### src/rtl/adam_aes_ctr_ctrl_if.sv
// Valid/ready block stream carrying one 128-bit AES block plus an end-of-message flag.
// The producer uses the master modport and the consumer uses the slave modport.
interface adam_aes_ctr_ctrl_if;
    logic         valid;
    logic         ready;
    logic [127:0] data;
    logic         last;

    modport master (output valid, output data, output last, input ready);
    modport slave  (input valid, input data, input last, output ready);
endinterface

### src/rtl/adam_aes_ctr_ctrl.sv
// CTR-mode sequencer for adam_aes_core: one block in flight, keystream = E(key, counter),
// out = in ^ keystream, then the low CTR_WIDTH bits of the counter increment.
module adam_aes_ctr_ctrl #(
    parameter int unsigned CTR_WIDTH = 32
) (
    input  logic                 clk,
    input  logic                 rst,

    input  logic                 cfg_we_i,
    input  logic [127:0]         cfg_iv_i,
    input  logic [255:0]         cfg_key_i,
    input  logic                 cfg_keylen_i,

    adam_aes_ctr_ctrl_if.slave   in_if,
    adam_aes_ctr_ctrl_if.master  out_if,

    output logic                 core_start_o,
    output logic                 core_encdec_o,
    output logic [255:0]         core_key_o,
    output logic                 core_keylen_o,
    output logic [127:0]         core_block_o,
    input  logic                 core_ready_i,
    input  logic                 core_valid_i,
    input  logic [127:0]         core_result_i,

    output logic                 busy_o,
    output logic                 done_o,
    output logic                 ctr_wrap_o
);

    // One extra bit so CTR_WIDTH == 128 yields an all-ones mask instead of overflowing.
    localparam logic [128:0] LOW_LIMIT = 129'd1 << CTR_WIDTH;
    localparam logic [127:0] LOW_MASK  = 128'(LOW_LIMIT - 129'd1);

    typedef enum logic [2:0] {
        ST_IDLE,
        ST_START,
        ST_ACK,
        ST_WAIT,
        ST_OUT
    } state_e;

    state_e        state_q;
    logic [127:0]  ctr_q, ctr_d;
    logic [255:0]  key_q;
    logic          keylen_q;
    logic          wrap_q, wrap_d;
    logic          start_q;
    logic [127:0]  data_q;
    logic          last_q;
    logic [127:0]  out_data_q;
    logic          out_last_q;
    logic          out_valid_q;
    logic          in_hs;
    logic          out_hs;

    assign in_if.ready = (state_q == ST_IDLE) & core_ready_i;
    assign in_hs       = in_if.valid & in_if.ready;
    assign out_hs      = out_valid_q & out_if.ready;

    // Nonce bits pass through untouched; only the masked low field counts.
    assign ctr_d  = (ctr_q & ~LOW_MASK) | ((ctr_q + 128'd1) & LOW_MASK);
    assign wrap_d = ((ctr_q & LOW_MASK) == LOW_MASK);

    // NOTE: sequential state uses non-blocking assignments so every register samples pre-edge values.
    always_ff @(posedge clk) begin
        if (rst) begin
            state_q     <= ST_IDLE;
            ctr_q       <= '0;
            key_q       <= '0;
            keylen_q    <= 1'b0;
            wrap_q      <= 1'b0;
            start_q     <= 1'b0;
            out_data_q  <= '0;
            out_last_q  <= 1'b0;
            out_valid_q <= 1'b0;
        end else begin
            start_q <= 1'b0;
            case (state_q)
                ST_IDLE: begin
                    if (cfg_we_i) begin
                        ctr_q    <= cfg_iv_i;
                        key_q    <= cfg_key_i;
                        keylen_q <= cfg_keylen_i;
                        wrap_q   <= 1'b0;
                    end
                    if (in_hs) begin
                        start_q <= 1'b1;
                        state_q <= ST_START;
                    end
                end
                ST_START: state_q <= ST_ACK;
                // Core dropping ready proves it took the start, so a stale core_valid is ignored.
                ST_ACK: begin
                    if (!core_ready_i) state_q <= ST_WAIT;
                end
                ST_WAIT: begin
                    if (core_ready_i && core_valid_i) begin
                        out_data_q  <= data_q ^ core_result_i;
                        out_last_q  <= last_q;
                        out_valid_q <= 1'b1;
                        ctr_q       <= ctr_d;
                        if (wrap_d) wrap_q <= 1'b1;
                        state_q     <= ST_OUT;
                    end
                end
                ST_OUT: begin
                    if (out_if.ready) begin
                        out_valid_q <= 1'b0;
                        state_q     <= ST_IDLE;
                    end
                end
                default: state_q <= ST_IDLE;
            endcase
        end
    end

    // NOTE: the input block buffer has no reset; it is always written before it is read.
    always_ff @(posedge clk) begin
        if (in_hs) begin
            data_q <= in_if.data;
            last_q <= in_if.last;
        end
    end

    assign out_if.valid  = out_valid_q;
    assign out_if.data   = out_data_q;
    assign out_if.last   = out_last_q;

    assign core_start_o  = start_q;
    assign core_encdec_o = 1'b1;
    assign core_key_o    = key_q;
    assign core_keylen_o = keylen_q;
    assign core_block_o  = ctr_q;

    assign busy_o        = (state_q != ST_IDLE);
    assign done_o        = out_hs & out_last_q;
    assign ctr_wrap_o    = wrap_q;

endmodule

### src/flat_wrapper.sv
// flat-port wrapper written by rule: the top's interface ports become plain ports
module adam_aes_ctr_ctrl_flat 
#(
    parameter int unsigned CTR_WIDTH = 32
)
  (clk, rst, cfg_we_i, cfg_iv_i, cfg_key_i, cfg_keylen_i, core_start_o, core_encdec_o, core_key_o, core_keylen_o, core_block_o, core_ready_i, core_valid_i, core_result_i, busy_o, done_o, ctr_wrap_o, in_if_valid, in_if_data, in_if_last, in_if_ready, out_if_valid, out_if_data, out_if_last, out_if_ready);
  adam_aes_ctr_ctrl_if in_if_i ();
  adam_aes_ctr_ctrl_if out_if_i ();
  input  logic clk;
  input  logic rst;
  input  logic cfg_we_i;
  input  logic [127:0] cfg_iv_i;
  input  logic [255:0] cfg_key_i;
  input  logic cfg_keylen_i;
  output logic core_start_o;
  output logic core_encdec_o;
  output logic [255:0] core_key_o;
  output logic core_keylen_o;
  output logic [127:0] core_block_o;
  input  logic core_ready_i;
  input  logic core_valid_i;
  input  logic [127:0] core_result_i;
  output logic busy_o;
  output logic done_o;
  output logic ctr_wrap_o;
  input wire logic [$bits(in_if_i.valid)-1:0] in_if_valid;
  input wire logic [$bits(in_if_i.data)-1:0] in_if_data;
  input wire logic [$bits(in_if_i.last)-1:0] in_if_last;
  output wire logic [$bits(in_if_i.ready)-1:0] in_if_ready;
  output wire logic [$bits(out_if_i.valid)-1:0] out_if_valid;
  output wire logic [$bits(out_if_i.data)-1:0] out_if_data;
  output wire logic [$bits(out_if_i.last)-1:0] out_if_last;
  input wire logic [$bits(out_if_i.ready)-1:0] out_if_ready;
  assign in_if_i.valid = in_if_valid;
  assign in_if_i.data = in_if_data;
  assign in_if_i.last = in_if_last;
  assign in_if_ready = in_if_i.ready;
  assign out_if_valid = out_if_i.valid;
  assign out_if_data = out_if_i.data;
  assign out_if_last = out_if_i.last;
  assign out_if_i.ready = out_if_ready;
  adam_aes_ctr_ctrl #(.CTR_WIDTH(CTR_WIDTH)) u_core (.clk(clk), .rst(rst), .cfg_we_i(cfg_we_i), .cfg_iv_i(cfg_iv_i), .cfg_key_i(cfg_key_i), .cfg_keylen_i(cfg_keylen_i), .in_if(in_if_i), .out_if(out_if_i), .core_start_o(core_start_o), .core_encdec_o(core_encdec_o), .core_key_o(core_key_o), .core_keylen_o(core_keylen_o), .core_block_o(core_block_o), .core_ready_i(core_ready_i), .core_valid_i(core_valid_i), .core_result_i(core_result_i), .busy_o(busy_o), .done_o(done_o), .ctr_wrap_o(ctr_wrap_o));
endmodule
### config.mk
export PLATFORM = sky130hd
export DESIGN_NAME = adam_aes_ctr_ctrl_flat
export DESIGN_NICKNAME = d
export VERILOG_FILES = /design/src/rtl/adam_aes_ctr_ctrl_if.sv /design/src/rtl/adam_aes_ctr_ctrl.sv /design/src/flat_wrapper.sv
export SDC_FILE = /design/constraint.sdc
export NUM_CORES = 1
export LEC_CHECK = 0
export BUFFER_PORTS_ARGS = -buffer_cell sky130_fd_sc_hd__buf_2
export CAP_MARGIN = 20
export CORE_AREA = 4 4 455 457
export DETAILED_ROUTE_END_ITERATION = 8
export DIE_AREA = 0 0 459 461
export PLACE_DENSITY = 0.33
export SLEW_MARGIN = 20
export SYNTH_ARGS = -nofsm -noshare
export SYNTH_HDL_FRONTEND = slang
export SYNTH_SLANG_ARGS = --single-unit
### constraint.sdc
create_clock -name clk -period 9.2 [get_ports clk]
set_input_delay 0.92 -clock clk [delete_from_list [all_inputs] [get_ports clk]]
set_output_delay 0.92 -clock clk [all_outputs]
set_load 0.01 [all_outputs]
# == Word-level counts from Yosys, hierarchy flattened ==
# Cells that the tools add are included.
# op_classes
addsub,1
eq_ne,11
mux,16
bitwise,7
reduce_logical,12
# ops
op,count
$mux W128,2
$pmux W128 S2,1
$or A128 B32 Y128,1
$xor A128 B128 Y128,1
$add A32 B1 Y32 const B,1
$eq A32 B32 Y1 const B,1
$pmux W3 S5,1
$mux W3,4
$reduce_and A4 Y1,2
$eq A3 B2 Y1 const B,2
$mux W1,6
$ne A2 B1 Y1 const B,3
$ne A2 B2 Y1 const B,3
$reduce_and A3 Y1,2
$and A1 B1 Y1,4
$pmux W1 S2,2
$reduce_and A2 Y1,2
$reduce_bool A2 Y1,2
$eq A3 B1 Y1 const B,1
$eq A3 B3 Y1 const B,1
$logic_not A3 Y1,1
$reduce_bool A3 Y1,1
$reduce_or A2 Y1,1
$logic_and A1 B1 Y1,1
$not A1 Y1,1
# totals
register_bits,649
inputBits,649
output_inout_bits,521
elab_cells,58

# == Logic depth before layout (Yosys ltp) ==
# logic_depth
ltp_word,5
ltp_mapped,8
ltp_nobuf,6

# == Worst setup path before layout ==
# No wires, ideal clock.
# synth_timing
path_type,input to register
from,input in_if_valid
to,"register u_core.data_q[0], enable pin"
arrival_time_ns,3.949
t_required_ns,8.695
setup_slack_ns,4.745
stages,1
path_buffers,0
path_cell_list,and3_1
# synth_via
elab_chain_cells,1
# synth_rtl
element,line_no,source
start: declaration,flat_wrapper.sv:26,input wire logic [$bits(in_if_i.valid)-1:0] in_if_valid;
$and A1 B1 Y1,adam_aes_ctr_ctrl.sv:58,assign in_hs = in_if.valid & in_if.ready;
end signal: assignment,adam_aes_ctr_ctrl.sv:121,data_q <= in_if.data;
end: declaration,adam_aes_ctr_ctrl.sv:49,logic [127:0] data_q;
# Every way passes these cells.
# A chain may end at the register's enable or synchronous reset.

# == Worst setup path after layout ==
# layout_timing
from,register u_core.state_q[2]
to,"register u_core.data_q[112], enable pin"
# layout_via
elab_chain_cells,3
# layout_rtl
element,line_no,source
start: declaration,adam_aes_ctr_ctrl.sv:43,state_e state_q;
start signal: assignment,adam_aes_ctr_ctrl.sv:68,state_q <= ST_IDLE;
start signal: assignment,adam_aes_ctr_ctrl.sv:89,state_q <= ST_START;
start signal: assignment,adam_aes_ctr_ctrl.sv:92,ST_START: state_q <= ST_ACK;
$logic_not A3 Y1,adam_aes_ctr_ctrl.sv:57,assign in_if.ready = (state_q == ST_IDLE) & core_ready_i;
$and A1 B1 Y1,adam_aes_ctr_ctrl.sv:57,
$and A1 B1 Y1,adam_aes_ctr_ctrl.sv:58,
via u_core.in_hs,adam_aes_ctr_ctrl.sv:54,logic in_hs;
# The timed path passes the listed nets, and every way through them passes these cells.

==> out/results.tsv <==
metric	value	unit
critical path startpoint category	flip-flop	
Ys Warns	0	
Buffers on Ports	1168	
Net Count, Synth	3186	
# hold bufs at CTS	0	
dpl cells	6233	
multi-input combinational cell area	0.00852	mm^2
Leak	14.7	nW
Pwr Total	7.71	mW
CTS tree	built	
pwr dens	218	mW/mm^2
nets	4286	
slew margin rel.	28.9	%
worst-path maximum fanout	60	
Syn Std Cell Area	0.0235	mm^2
DP Worst Slack	5210	ps
Post-synth EDFFs	129	
H-Tree Depth	3	
Max-Cap Viols	0	
vias per cell	3.51	
Hold Slack	380	ps
area delta synth->final	50.5	%
Post-Route Utilization	17.4	%
proportion of synthesized chip area in sequential cells	60.8	%
clock sink total	649	
GR Overflow Total	0	
TNS Setup	0	ps
Core ar.	0.204	mm^2
count of state elements after synthesis	649	
largest cells by area after synthesis	dfxtp_1 44%, edfxtp_1 16%, nand2_1 12%	
CP arrival	3950	ps
die width	459	um
drt first-iter violations	1115	
Crit. Startpoint	u_core.state_q[2]	
vias in the first global route	22200	
syn_area_per_cell	9.27	um^2
fin crit share	39.5	%
ys flop type	dfxtp_1	
synthesized netlist cell count	2536	
Hold Path Class	in2reg	
Rows	166	
top cell type's share of synthesized area	44.3	%
final setup fails	0	
drt pass-1 iters	5	
Yosys cell types	59	
final worst path period need	3630	ps
hpwl dp	108000	um
Max clock buf depth	3	
gpl congestion	0.851	
RSZ-0062 raised after global routing	false	
root buffer cell	clkbuf_16	
Peak VDD IR	0.134	mV
num ports	1170	
largest area contributor in the netlist	dfxtp_1	
ANT nets after route	0	
Chip Height	461	um
Resize count post-CTS	0	
Register Area	0.0143	mm^2
WL final	138000	um
status	complete, no violations	
worst endpoint required time	9520	ps
highest clock rate	275	MHz
Slew @ Worst Pin	1070	ps
Setup crit end kind	flip-flop	
clock latency on the worst-skew pair	710	ps
Async S/R FF share, synth	0	%
Worst Skew	24.3	ps
vias	22500	
most frequent cells in the layout	1167 x buf_2, 744 x nand2_1, 520 x dfxtp_1	
layout cells sized above 1	36.4	%
DIE AREA	0.212	mm^2
Worst-path clk slew	60	ps
drt drc	0	
Tot GR Track Use	12.3	%
post-route cell area	0.0354	mm^2
Final Max Slew Viols	0	
fillers	23100	
total CTS buffers	89	
most common cell after layout, fill and taps aside	buf_2	
Setup Fix Bufs, Post-CTS	0	
kind of critical path	reg2reg	
wire per inst	21.5	um
initial antenna violation count	97	
Hold Vio Cnt, Final	0	
Post-DP Area	0.0323	mm^2
Setup WS post-layout	5570	ps
Post-Layout Cell Count	6412	
first-pass GRT wire length	184000	um
Min-Delay Startpoint	in_if_data[109]	
largest net degree at the start of global routing	193	
RR Startpoint	u_core.state_q[2]	
Initial Utilization	11.5	%
## where the power goes
group / total (mW) / internal (mW) / switching, mW / leakage (nW)
clock: 3.67 / 2.22 / 1.45 / 1.49
sequential: 3.15 / 3.06 / 0.0904 / 5.45
combinational: 0.893 / 0.318 / 0.575 / 7.71
## layer usage
metal  vias to the layer above  track usage, %  routed length (um)
li1                      10800               -                   -
met1                     10400            14.4               55500
met2                       994            19.1               60800
met3                       293            6.87               16400
met4                        72            4.10                4670
met5                         -               0                 419
## critical path: stages (launching register included)
cell and delay (ps):
dfxtp_1 470, nor3_1 600, and3_4 770, buf_4 500
buf_4 770
## worst paths after layout
| kind | endpoint | slack, ps | depth (start not counted) |
|---|---|---|---|
| worst max-delay path | u_core.data_q[112] | 5570 | 4 |
| worst min-delay path | u_core.data_q[109] | 380 | 1 |
| worst max register to register | u_core.data_q[112] | 5570 | 4 |
| worst min register to register | u_core.core_key_o[223] | 450 | 2 |
## state kept, by name, indices dropped and copies added (netlist names)
signal / flops
u_core.out_if.last: 1
u_core.core_start_o: 1
u_core.state_q: 3
u_core.last_q: 1
u_core.core_key_o: 256
u_core.ctr_wrap_o: 1
u_core.out_if.data: 128
u_core.out_if.valid: 1
u_core.core_block_o: 128
u_core.data_q: 128
u_core.core_keylen_o: 1
## synthesized netlist by cell type, types with 3 or more instances
library cell    n
a211oi_1      130
buf_1           5
nand3_1        19
nor4_1          5
clkbuf_1      151
inv_1           7
dfxtp_1       520
and3_1          6
or3_1           6
a22oi_1         5
nor3_1         12
nand3b_1        4
a21oi_1       378
a21o_1          8
edfxtp_1      129
o21ai_0        20
nor2_1        161
a31oi_1         9
nand4_1        12
buf_2          23
nand2_1       745
a31o_2          3
mux2_2          3
a2bb2oi_1       3
xnor2_1       128
o32ai_1         3
## layout make-up
class	count	share of cell area [%]
Sequential cell	649	40.4
Multi-Input combinational cell	1700	24.1
Timing Repair Buffer	1189	17.2
Tap cell	2688	9.51
Clock buffer	125	7.34
Clock inverter	33	1.28
Antenna cell	21	0.149
Inverter	7	0.0743
## cells by family after synthesis
| logic type | count (synthesis) | share of synthesized area [%] |
|---|---|---|
| other | 1 | 0.0160 |
| adders and majority gates | 1 | 0.0532 |
| and+or+nand+nor | 987 | 16.7 |
| buffers and inverters | 187 | 3.12 |
| DFF | 649 | 60.8 |
| AOI/OAI and AO/OA | 580 | 14.4 |
| xor gates and xnor gates | 128 | 4.77 |
| muxes | 3 | 0.144 |
Power figures use the tool's default switching activity.
